--- config.mk ---
export PLATFORM = sky130hd
export DESIGN_NAME = fetch_stage
export DESIGN_NICKNAME = d
export VERILOG_FILES = /design/src/rtl/fetch_stage.sv
export SDC_FILE = /design/constraint.sdc
export NUM_CORES = 1
export LEC_CHECK = 0
export CAP_MARGIN = 5
export CORE_UTILIZATION = 44
export CTS_CLUSTER_DIAMETER = 100
export DETAILED_ROUTE_END_ITERATION = 8
export GPL_TIMING_DRIVEN = 0
export PLACE_DENSITY = 0.77
export SLEW_MARGIN = 10
export SYNTH_ARGS = -nofsm -noshare
export SYNTH_HDL_FRONTEND = slang
export SYNTH_SLANG_ARGS = --single-unit
--- constraint.sdc ---
create_clock -name clk -period 1.9 [get_ports clk]
set_input_delay 0.285 -clock clk [delete_from_list [all_inputs] [get_ports clk]]
set_output_delay 0.285 -clock clk [all_outputs]
set_load 0.005 [all_outputs]
--- src/rtl/fetch_stage.sv ---
// Instruction-fetch stage: holds the fetch PC and issues one instruction-memory
// request at a time. It delivers {valid, instr, pc} to decode through the IF/ID
// register. Decode stalls are absorbed by a one-entry hold buffer. Responses
// orphaned by a flush are dropped in the DROP state.
module fetch_stage #(
  parameter logic [31:0] RESET_PC = 32'h0000_3000
) (
  input  logic        clk,
  input  logic        rst_n,
  output logic [31:0] pc_o,
  input  logic [31:0] pc_next,
  output logic        pc_advance,
  output logic        imem_req_valid,
  input  logic        imem_req_ready,
  output logic [31:0] imem_addr,
  input  logic        imem_resp_valid,
  input  logic [31:0] imem_rdata,
  input  logic        id_stall,
  input  logic        flush,
  input  logic [31:0] flush_pc,
  output logic        id_valid,
  output logic [31:0] id_instr,
  output logic [31:0] id_pc
);

  typedef enum logic [1:0] {
    S_REQ  = 2'd0,
    S_WAIT = 2'd1,
    S_HOLD = 2'd2,
    S_DROP = 2'd3
  } state_e;

  state_e      r_state;
  state_e      w_state_nxt;
  logic [31:0] r_pc;
  logic [31:0] r_req_pc;
  logic [31:0] r_hold_instr;
  logic [31:0] r_hold_pc;
  logic        r_id_valid;
  logic [31:0] r_id_instr;
  logic [31:0] r_id_pc;

  logic        w_req_valid;
  logic        w_accept;
  logic        w_deliver;
  logic        w_from_hold;
  logic        w_load_hold;

  // Request handshake, next-state selection and IF/ID / hold-buffer load controls.
  always_comb begin
    w_state_nxt = r_state;
    w_deliver   = 1'b0;
    w_from_hold = 1'b0;
    w_load_hold = 1'b0;
    // Request is a decode of the state register. It is gated by rst_n so that it stays low while reset is held.
    if (r_state == S_REQ) begin
      w_req_valid = rst_n;
    end else begin
      w_req_valid = 1'b0;
    end
    w_accept = w_req_valid & imem_req_ready;
    if (flush) begin
      // A redirect leaves behind only a possibly outstanding response. That response must be swallowed.
      case (r_state)
        S_REQ:   w_state_nxt = w_accept ? S_DROP : S_REQ;
        S_WAIT:  w_state_nxt = imem_resp_valid ? S_REQ : S_DROP;
        S_HOLD:  w_state_nxt = S_REQ;
        S_DROP:  w_state_nxt = imem_resp_valid ? S_REQ : S_DROP;
        default: w_state_nxt = S_REQ;
      endcase
    end else begin
      case (r_state)
        S_REQ: begin
          if (w_accept) begin
            w_state_nxt = S_WAIT;
          end else begin
            w_state_nxt = S_REQ;
          end
        end
        S_WAIT: begin
          if (imem_resp_valid) begin
            if (id_stall) begin
              w_load_hold = 1'b1;
              w_state_nxt = S_HOLD;
            end else begin
              w_deliver   = 1'b1;
              w_state_nxt = S_REQ;
            end
          end else begin
            w_state_nxt = S_WAIT;
          end
        end
        S_HOLD: begin
          if (!id_stall) begin
            w_deliver   = 1'b1;
            w_from_hold = 1'b1;
            w_state_nxt = S_REQ;
          end else begin
            w_state_nxt = S_HOLD;
          end
        end
        S_DROP: w_state_nxt = imem_resp_valid ? S_REQ : S_DROP;
        default: w_state_nxt = S_REQ;
      endcase
    end
  end

  assign pc_advance     = w_accept & ~flush;
  assign imem_req_valid = w_req_valid;
  assign imem_addr      = r_pc;
  assign pc_o           = r_pc;
  assign id_valid       = r_id_valid;
  assign id_instr       = r_id_instr;
  assign id_pc          = r_id_pc;

  // State register.
  always_ff @(posedge clk or negedge rst_n) begin
    if (!rst_n) begin
      r_state <= S_REQ;
    end else begin
      r_state <= w_state_nxt;
    end
  end

  // Fetch PC: a redirect wins over a normal advance.
  always_ff @(posedge clk or negedge rst_n) begin
    if (!rst_n) begin
      r_pc <= RESET_PC;
    end else if (flush) begin
      r_pc <= flush_pc;
    end else if (pc_advance) begin
      r_pc <= pc_next;
    end else begin
      r_pc <= r_pc;
    end
  end

  // Remember the address of the request in flight so that its response can be tagged.
  always_ff @(posedge clk or negedge rst_n) begin
    if (!rst_n) begin
      r_req_pc <= 32'h0000_0000;
    end else if (pc_advance) begin
      r_req_pc <= r_pc;
    end else begin
      r_req_pc <= r_req_pc;
    end
  end

  // Hold buffer: parks a response that arrived while decode was stalled.
  always_ff @(posedge clk or negedge rst_n) begin
    if (!rst_n) begin
      r_hold_instr <= 32'h0000_0000;
      r_hold_pc    <= 32'h0000_0000;
    end else if (w_load_hold) begin
      r_hold_instr <= imem_rdata;
      r_hold_pc    <= r_req_pc;
    end else begin
      r_hold_instr <= r_hold_instr;
      r_hold_pc    <= r_hold_pc;
    end
  end

  // IF/ID register: flush kills, delivery loads, stall holds, otherwise bubble.
  always_ff @(posedge clk or negedge rst_n) begin
    if (!rst_n) begin
      r_id_valid <= 1'b0;
      r_id_instr <= 32'h0000_0000;
      r_id_pc    <= 32'h0000_0000;
    end else if (flush) begin
      r_id_valid <= 1'b0;
    end else if (w_deliver) begin
      r_id_valid <= 1'b1;
      r_id_instr <= w_from_hold ? r_hold_instr : imem_rdata;
      r_id_pc    <= w_from_hold ? r_hold_pc : r_req_pc;
    end else if (!id_stall) begin
      r_id_valid <= 1'b0;
    end else begin
      r_id_valid <= r_id_valid;
    end
  end

endmodule

== Yosys cells after proc, flatten, opt, wreduce, memory -nomap -nowiden ==
Cells that the tools add are included.

* Bitwise operators: 3
* Muxes and demuxes: 26
* Equal/unequal tests: 4
* Reductions and logical operators: 4

{| class="wikitable"
|+ Operators by type and width
! cell !! number
|-
| 32-bit two-way mux || 4
|-
| 1-bit two-way mux || 14
|-
| 2-bit two-way mux || 5
|-
| 2-bit case mux with 4 select lines || 1
|-
| 2-bit case mux with 3 select lines || 1
|-
| 2-bit == test (second input constant) || 2
|-
| 3-bit by 1-bit != test with 1-bit output (second input constant) || 1
|-
| 1-bit AND || 2
|-
| 2-bit by 1-bit == test with 1-bit output (second input constant) || 1
|-
| 2-bit zero test || 1
|-
| 1-bit case mux with 2 select lines || 1
|-
| 2-bit AND reduction || 1
|-
| 2-bit nonzero test || 1
|-
| 2-bit OR reduction || 1
|-
| 1-bit inverter || 1
|}

* Output and inout bits: 131
* Bits of input ports: 102
* Register bits after elaboration: 195
* Logic and storage cells: 45

== Logic depth before layout (Yosys ltp) ==
Gate-level depths: netlist of run 1.

* Depth after elaboration: 6
* Mapped depth: 7
* Depth with buffers taken out: 5

== Least setup slack after synthesis of run 1 ==
Ideal clock, no wire load.

* Path type: flip-flop to flip-flop
* Start point: register r_state[0]
* End point: register r_req_pc[0]
* Required time: 1,775 ps
* Stages on the path, launching flop included: 8
* Path slack: 107 ps
* Arrival: 1,669 ps
* Library setup time: 125 ps
* Period minus slack after synthesis: 1,793 ps
* Buffers on the path: 2
* Cell sequence: dfrtp_1 inv_1 ha_1 nand3_1 buf_2 nor2_2 buf_2 mux2_2

* Word-level cells in the longest chain between the ends: 4

{| class="wikitable"
|+ RTL lines
! item !! RTL line !! source
|-
| from (decl) || 33 || <nowiki>state_e r_state;</nowiki>
|-
| from (signal assigned) || 121 || <nowiki>r_state <= w_state_nxt;</nowiki>
|-
| 2-bit zero test || 56 || <nowiki>if (r_state == S_REQ) begin</nowiki>
|-
| 1-bit two-way mux || 56 ||
|-
| 1-bit AND || 61 || <nowiki>w_accept = w_req_valid & imem_req_ready;</nowiki>
|-
| 1-bit AND || 108 || <nowiki>assign pc_advance = w_accept & ~flush;</nowiki>
|-
| to (signal assigned) || 143 || <nowiki>r_req_pc <= r_pc;</nowiki>
|-
| to (signal assigned) || 145 || <nowiki>r_req_pc <= r_req_pc;</nowiki>
|-
| to (decl) || 36 || <nowiki>logic [31:0] r_req_pc;</nowiki>
|}

No other way between the ends.
A chain may end at the register's enable or synchronous reset.

== Final worst setup path of run 1 ==
* Start point: register r_state[0]
* End point: output port imem_req_valid

* Word-level cells in the longest chain between the ends: 2

{| class="wikitable"
|+ RTL lines
! item !! RTL line !! source
|-
| 2-bit zero test || 56 ||
|-
| 1-bit two-way mux || 56 ||
|-
| to (decl) || 13 || <nowiki>output logic imem_req_valid,</nowiki>
|}

No other way between the ends.

==> results of run 1 <==
## through the flow
step                area (um2)  hold WS (ps)  TNS (ps)  cells
floorplan                 8610         -10.6         0    625
global placement         11200           461  -1952840   1115
detailed placement       11300          88.7    -65100   1117
CTS                      12200          12.6         0   1165
global route             12200          19.2      -212   1170
finish                   12200          21.9         0   1170
## repair_timing
action | CTS | global route
cloned | 3 | 1
resized for setup | 32 | 11
hold buffers | 5 | 0
setup buffers | 8 | 5
hold endpoints to repair | 58 | 0
setup endpoints to repair | 121 | 82
pin swaps | 2 | 9
## worst max-delay path, stage by stage, from the launching register on
cell and delay (ps):
dfrtp_1 370, inv_2 60, ha_4 170, buf_4 130, and2_1 120, dlygate4sd2_1 270
## final cells by class
cell class / count / area [um2] / share of cell area
timing repair buffer: 254 / 2670 / 0.218
multi-input combinational: 351 / 3120 / 0.255
sequential: 195 / 4880 / 0.399
clock buffer: 20 / 437 / 0.0357
clock inverter: 12 / 125 / 0.0102
tap: 260 / 325 / 0.0266
buffer: 73 / 663 / 0.0542
inverter: 5 / 18.8 / 0.00153
## placed cells by master, fill, tap and decap left out, types with 4 or more instances in the layout
cell | synthesis | routed
buf_6 | 13 | 14
o221a_1 | 60 | 60
mux2_1 | 12 | 12
buf_2 | 8 | 4
clkdlybuf4s50_1 | 0 | 225
nand2_1 | 33 | 33
dfrtp_1 | 193 | 193
clkbuf_16 | 0 | 18
mux2_2 | 85 | 85
o21ai_0 | 33 | 33
nand2b_1 | 65 | 65
o221a_2 | 4 | 4
buf_12 | 7 | 10
buf_4 | 33 | 49
mux2i_1 | 32 | 32
clkinvlp_4 | 0 | 5
clkbuf_1 | 13 | 10
## sequential cells by signal, summed over array words and instances, names as in the netlist
signal	cells
id_valid	1
r_state	2
id_instr	32
r_hold_instr	32
id_pc	32
imem_addr	32
r_req_pc	32
r_hold_pc	32
## worst paths after layout
kind	start	endpoint	slack, ps	cells past startpoint
min	rst_n	id_instr[10]$_DFFE_PN0P_	20	4
min in group clk	imem_resp_valid	r_state[0]$_DFF_PN0_	290	3
min reg2reg	id_valid$_DFFE_PN0P_	id_valid$_DFFE_PN0P_	480	1
max reg2reg	r_state[1]$_DFF_PN0_	id_pc[15]$_DFFE_PN0P_	70	8
max	r_state[0]$_DFF_PN0_	imem_req_valid	60	5
max in group asynchronous	rst_n	r_req_pc[22]$_DFFE_PN0P_	860	3
## power groups by stage
| stage | clock network, W | logic [W] | registers [W] |
|---|---|---|---|
| after floorplan | 0 | 0.00187 | 0.00651 |
| after global placement | 0 | 0.00410 | 0.00664 |
| after detailed placement | 0 | 0.00423 | 0.00667 |
| after CTS | 0.00354 | 0.00433 | 0.00663 |
| after global routing | 0.00370 | 0.00464 | 0.00684 |
| final | 0.00347 | 0.00430 | 0.00664 |
## cells by family (layout without fill, tap and decap cells)
group | after synthesis | in the layout | share of synthesized area
simple gates | 109 | 109 | 0.0742
mux | 129 | 129 | 0.164
fa+ha+maj | 6 | 6 | 0.00871
flops | 195 | 195 | 0.567
buf+inv | 79 | 364 | 0.0745
compound gates | 107 | 107 | 0.112
## per-layer routing
metal	part of all wire	global-route usage	vias up
met5	0	0	-
met4	0.012	0.0600	0
met3	0.049	0.0503	18
met2	0.47	0.353	166
met1	0.46	0.300	3015
li1	-	-	2769
==> results.sh, run 1 <==
export IMPL_power_density_mw_per_mm2=1180
export IMPL_swShare=0.262
export IMPL_finalSetupViolCount=0
export IMPL_intPower_w=0.0106
export IMPL_rows=50
export IMPL_insertion_delay_ps=430
export IMPL_worst_pin_slew_ps=612
export IMPL_via_per_inst=5.10
export IMPL_vdd_ir_drop_max_mv=0.789
export IMPL_area_delta_synth_final_pct=42.1
export IMPL_synth_top_area_frac=0.561
export IMPL_die_h_um=142
export IMPL_dieWidth_um=142
export IMPL_cp_required_ps=1620
export IMPL_grt_pass1_vias=6008
export IMPL_design_portCount=233
export IMPL_rsz0062_at_grt="true"
export IMPL_start_util=0.454
export IMPL_power_w=0.0144
export IMPL_syn_inst=625
export IMPL_grt_pass1_wl_mm=33.6
export IMPL_relSlewSlack=0.592
export IMPL_hpwl_mm=14.0
export IMPL_cp_arrival_ps=1550
export IMPL_max_freq_mhz=544
export IMPL_switchingPower_w=0.00378
export IMPL_seqPwrFrac=0.461
export IMPL_routedWlPerCell_um=18.2
export IMPL_antenna_cells=0
export IMPL_antenna_found_initial=0
export IMPL_place_congestion=0.779
export IMPL_ys_types=33
export IMPL_drv_cap=0
export IMPL_synth_seq_cells=195
export IMPL_cts_buffers=17
export IMPL_route_detailed_drc=0
export IMPL_fin_nets=1005
export IMPL_clock_sinks=195
export IMPL_nFillCells=1458
export IMPL_synth_commonest_cells="193 x dfrtp_1, 85 x mux2_2, 65 x nand2b_1"
export IMPL_synthFlopType="dfrtp_1"
export IMPL_grt_max_degree=54
export IMPL_yosys_warnings=0
export IMPL_via_count=5968
export IMPL_critPathLaunchType="register"
export IMPL_ys_seq_area_frac=0.567
export IMPL_htreeDepth=4
export IMPL_synth_net_count=733
export IMPL_hold_violations=0
export IMPL_first_pass_iters=4
export IMPL_comb_power_share=0.298
export IMPL_worst_setup_path_end_kind="output port"
export IMPL_yosys_area_top_type="dfrtp_1"
export IMPL_utilization=0.646
export IMPL_core_mm2=0.0190
export IMPL_ys_top_cells_by_area="dfrtp_1 56%, mux2_2 11%, o221a_1 7.8%, nand2b_1 4.7%, mux2i_1 3.7%"
export IMPL_async_flop_share=1.00
export IMPL_crit_type="reg2out"
export IMPL_path_clk_slew_ps=70
export IMPL_drt_iter0_drc=251
export IMPL_cp_max_fo=3
export IMPL_hp_class="in2async"
export IMPL_wl_mm=21.3
export IMPL_status="finished clean"
export IMPL_synth_most_common_cell="dfrtp_1"
export IMPL_cts_tree="done"
export IMPL_cts_root_buf="clkbuf_16"
export IMPL_leakagePower_nw=5.35
export IMPL_grt_overflow_total=0
export IMPL_final_max_slew_viol_count=0
export IMPL_pwr_share_clk=0.241
export IMPL_track_usage=0.220
export IMPL_synth_edff_count=0
export IMPL_portBuffers=230
export IMPL_place_ws_ps=-1220
export IMPL_drive_gt1_frac=0.243
export IMPL_clockBufferDepth=2
export IMPL_fin_crit_ps=1840
export IMPL_finalWorstSetupSlack_ps=62.0
export IMPL_finClkSkew_ps=10.1
export IMPL_min_period_over_period=0.967
export IMPL_synth_area_mm2=0.00861
export IMPL_postSynthAreaPerCell_um2=13.8
export IMPL_ant_nets=0
export IMPL_die_area_mm2=0.0201
No activity file was read; power rests on OpenSTA's default activity.
==> run 2, diff against run 1 <==
--- a/config.mk
+++ b/config.mk
@@ -5,12 +5,11 @@
 export SDC_FILE = /design/constraint.sdc
 export NUM_CORES = 1
 export LEC_CHECK = 0
-export CAP_MARGIN = 5
-export CORE_UTILIZATION = 44
+export CORE_UTILIZATION = 52
 export CTS_CLUSTER_DIAMETER = 100
 export DETAILED_ROUTE_END_ITERATION = 8
 export GPL_TIMING_DRIVEN = 0
-export PLACE_DENSITY = 0.77
+export PLACE_DENSITY = 0.85
 export SLEW_MARGIN = 10
 export SYNTH_ARGS = -nofsm -noshare
 export SYNTH_HDL_FRONTEND = slang
==> constraint.sdc (replaced) <==
create_clock -name clk -period 2.4 [get_ports clk]
set_input_delay 0.36 -clock clk [delete_from_list [all_inputs] [get_ports clk]]
set_output_delay 0.36 -clock clk [all_outputs]
set_load 0.005 [all_outputs]
==> run 2 against run 1 <==
Effect of this change:
- cell count down 4.2%
- final area down 1.2%
- global-route usage up 5.0 points
- routed wire length up 3.5%
- worst setup slack better by 5.4 ps
- non-clock buffer count down 6
- largest power group unchanged
==> results.sh, run 2 (same netlist as run 1, synthesis figures left out) <==
export IMPL_fin_nets=999
export IMPL_die_area_mm2=0.0171
export IMPL_htreeDepth=4
export IMPL_critPathLaunchType="register"
export IMPL_relSlewSlack=0.604
export IMPL_hold_violations=0
export IMPL_cts_buffers=17
export IMPL_drt_iter0_drc=270
export IMPL_grt_max_degree=54
export IMPL_rows=46
export IMPL_track_usage=0.270
export IMPL_leakagePower_nw=5.27
export IMPL_dp_cells=1072
export IMPL_design_portCount=233
export IMPL_grt_pass1_wl_mm=34.1
export IMPL_routedWlPerCell_um=19.7
export IMPL_antenna_found_initial=1
export IMPL_vdd_ir_drop_max_mv=0.562
export IMPL_r2r_start="r_state[0]$_DFF_PN0_"
export IMPL_reg2regPathDepth=9
export IMPL_crit_type="reg2out"
export IMPL_place_congestion=0.797
export IMPL_hp_class="in2async"
export IMPL_cp_max_fo=3
export IMPL_grt_overflow_total=0
export IMPL_final_cell_mix="229 x clkdlybuf4s50_1, 193 x dfrtp_1, 85 x mux2_2"
export IMPL_r2r_end="id_pc[14]$_DFFE_PN0P_"
export IMPL_rsz0062_at_grt="true"
export IMPL_route_detailed_drc=0
export IMPL_path_clk_slew_ps=70
export IMPL_fin_cells=1121
export IMPL_via_count=6124
export IMPL_status="finished clean"
export IMPL_cts_root_buf="clkbuf_16"
export IMPL_via_per_inst=5.46
export IMPL_area_delta_synth_final_pct=40.5
export IMPL_drive_gt1_frac=0.233
export IMPL_power_w=0.0116
export IMPL_wl_mm=22.1
export IMPL_insertion_delay_ps=430
export IMPL_worst_pin_slew_ps=594
export IMPL_portBuffers=230
export IMPL_finClkSkew_ps=8.32
export IMPL_final_common_cell="clkdlybuf4s50_1"
export IMPL_max_freq_mhz=429
export IMPL_cts_tree="done"
export IMPL_cp_arrival_ps=1970
export IMPL_dieWidth_um=131
export IMPL_cp_required_ps=2040
export IMPL_worst_setup_path_end_kind="output port"
export IMPL_power_density_mw_per_mm2=956
export IMPL_finalSetupViolCount=0
export IMPL_first_pass_iters=4
export IMPL_grt_pass1_vias=6417
export IMPL_clockBufferDepth=2
export IMPL_fin_crit_ps=2330
export IMPL_core_mm2=0.0160
export IMPL_rrSetupSlack_ps=70
export IMPL_clock_sinks=195
export IMPL_ant_nets=0
export IMPL_hpwl_mm=14.9
export IMPL_min_period_over_period=0.972
export IMPL_start_util=0.538
export IMPL_die_h_um=131
export IMPL_drv_cap=0
export IMPL_final_max_slew_viol_count=0
[run 2: changes by cell type in the layout (fill, tap and decap cells not counted), sizes merged, moves of 2 or more]
cell,change
dlymetal6s2s,-2
dlygate4sd3,-2
clkdlybuf4s50,+4
inv,+3
buf,-6
[run 2: layer usage]
metal | up-vias | GRT usage | routed length (um)
met5 | - | 0 | 0
met4 | 0 | 0.115 | 533
met3 | 38 | 0.0631 | 1490
met2 | 224 | 0.461 | 11100
met1 | 3098 | 0.329 | 8950
li1 | 2764 | - | -
[run 2: critical path, stage by stage, from the launching register on]
cell             delay [ps]
dfrtp_1                 400
inv_2                    90
ha_4                    150
nand3_2                  70
buf_6                   130
nor2_4                  100
buf_8                   110
clkdlybuf4s50_1         490
[run 2: power by group]
part           switching, W  internal [W]
clock               0.00132       0.00149
combinational       0.00102       0.00244
sequential         0.000784       0.00451
total               0.00312       0.00844
[run 2: per-stage QoR]
step | area, um2 | setup TNS, ps | utilization | hold slack, ps | setup slack (ps)
2_1_floorplan | 8610 | 0 | - | 64.4 | 607
3_3_place_gp | 11200 | -1713960 | 0.699 | 459 | -6720
3_5_place_dp | 11200 | -19970 | 0.701 | 472 | -859
4_1_cts | 12100 | 0 | 0.755 | 8.67 | 42.0
5_1_grt | 12100 | -18.9 | 0.756 | 27.4 | -12.5
6_report | 12100 | 0 | 0.756 | 13.7 | 67.4
[run 2: how the worst max path moves through the flow]
stage,startpoint,end,cells after the start
3_5_place_dp,rst_n,pc_advance,7
3_3_place_gp,rst_n,imem_addr[10]$_DFFE_PN0P_,1
6_report,r_state[0]$_DFF_PN0_,pc_advance,7
2_1_floorplan,r_state[0]$_DFF_PN0_,r_req_pc[0]$_DFFE_PN0P_,7
4_1_cts,r_state[0]$_DFF_PN0_,pc_advance,7
5_1_grt,r_state[0]$_DFF_PN0_,id_pc[8]$_DFFE_PN0P_,9
[run 2: layout make-up]
| type | count | area [um2] |
|---|---|---|
| inverters | 5 | 18.8 |
| diodes | 1 | 2.50 |
| repair buffers | 247 | 2590 |
| clock inverters | 14 | 143 |
| fillers | 1018 | 3900 |
| multi-input cells | 351 | 3110 |
| clock buffers | 18 | 439 |
| flip-flops and latches | 195 | 4880 |
| plain buffers | 74 | 638 |
| well taps | 216 | 270 |
[run 2: repair_timing]
item,CTS,global route
hold buffers,5,0
resized for setup,11,3
setup buffers,7,2
endpoints found under the hold margin,103,0
setup endpoints to repair,29,1
gates cloned,2,0
pin swaps,1,2
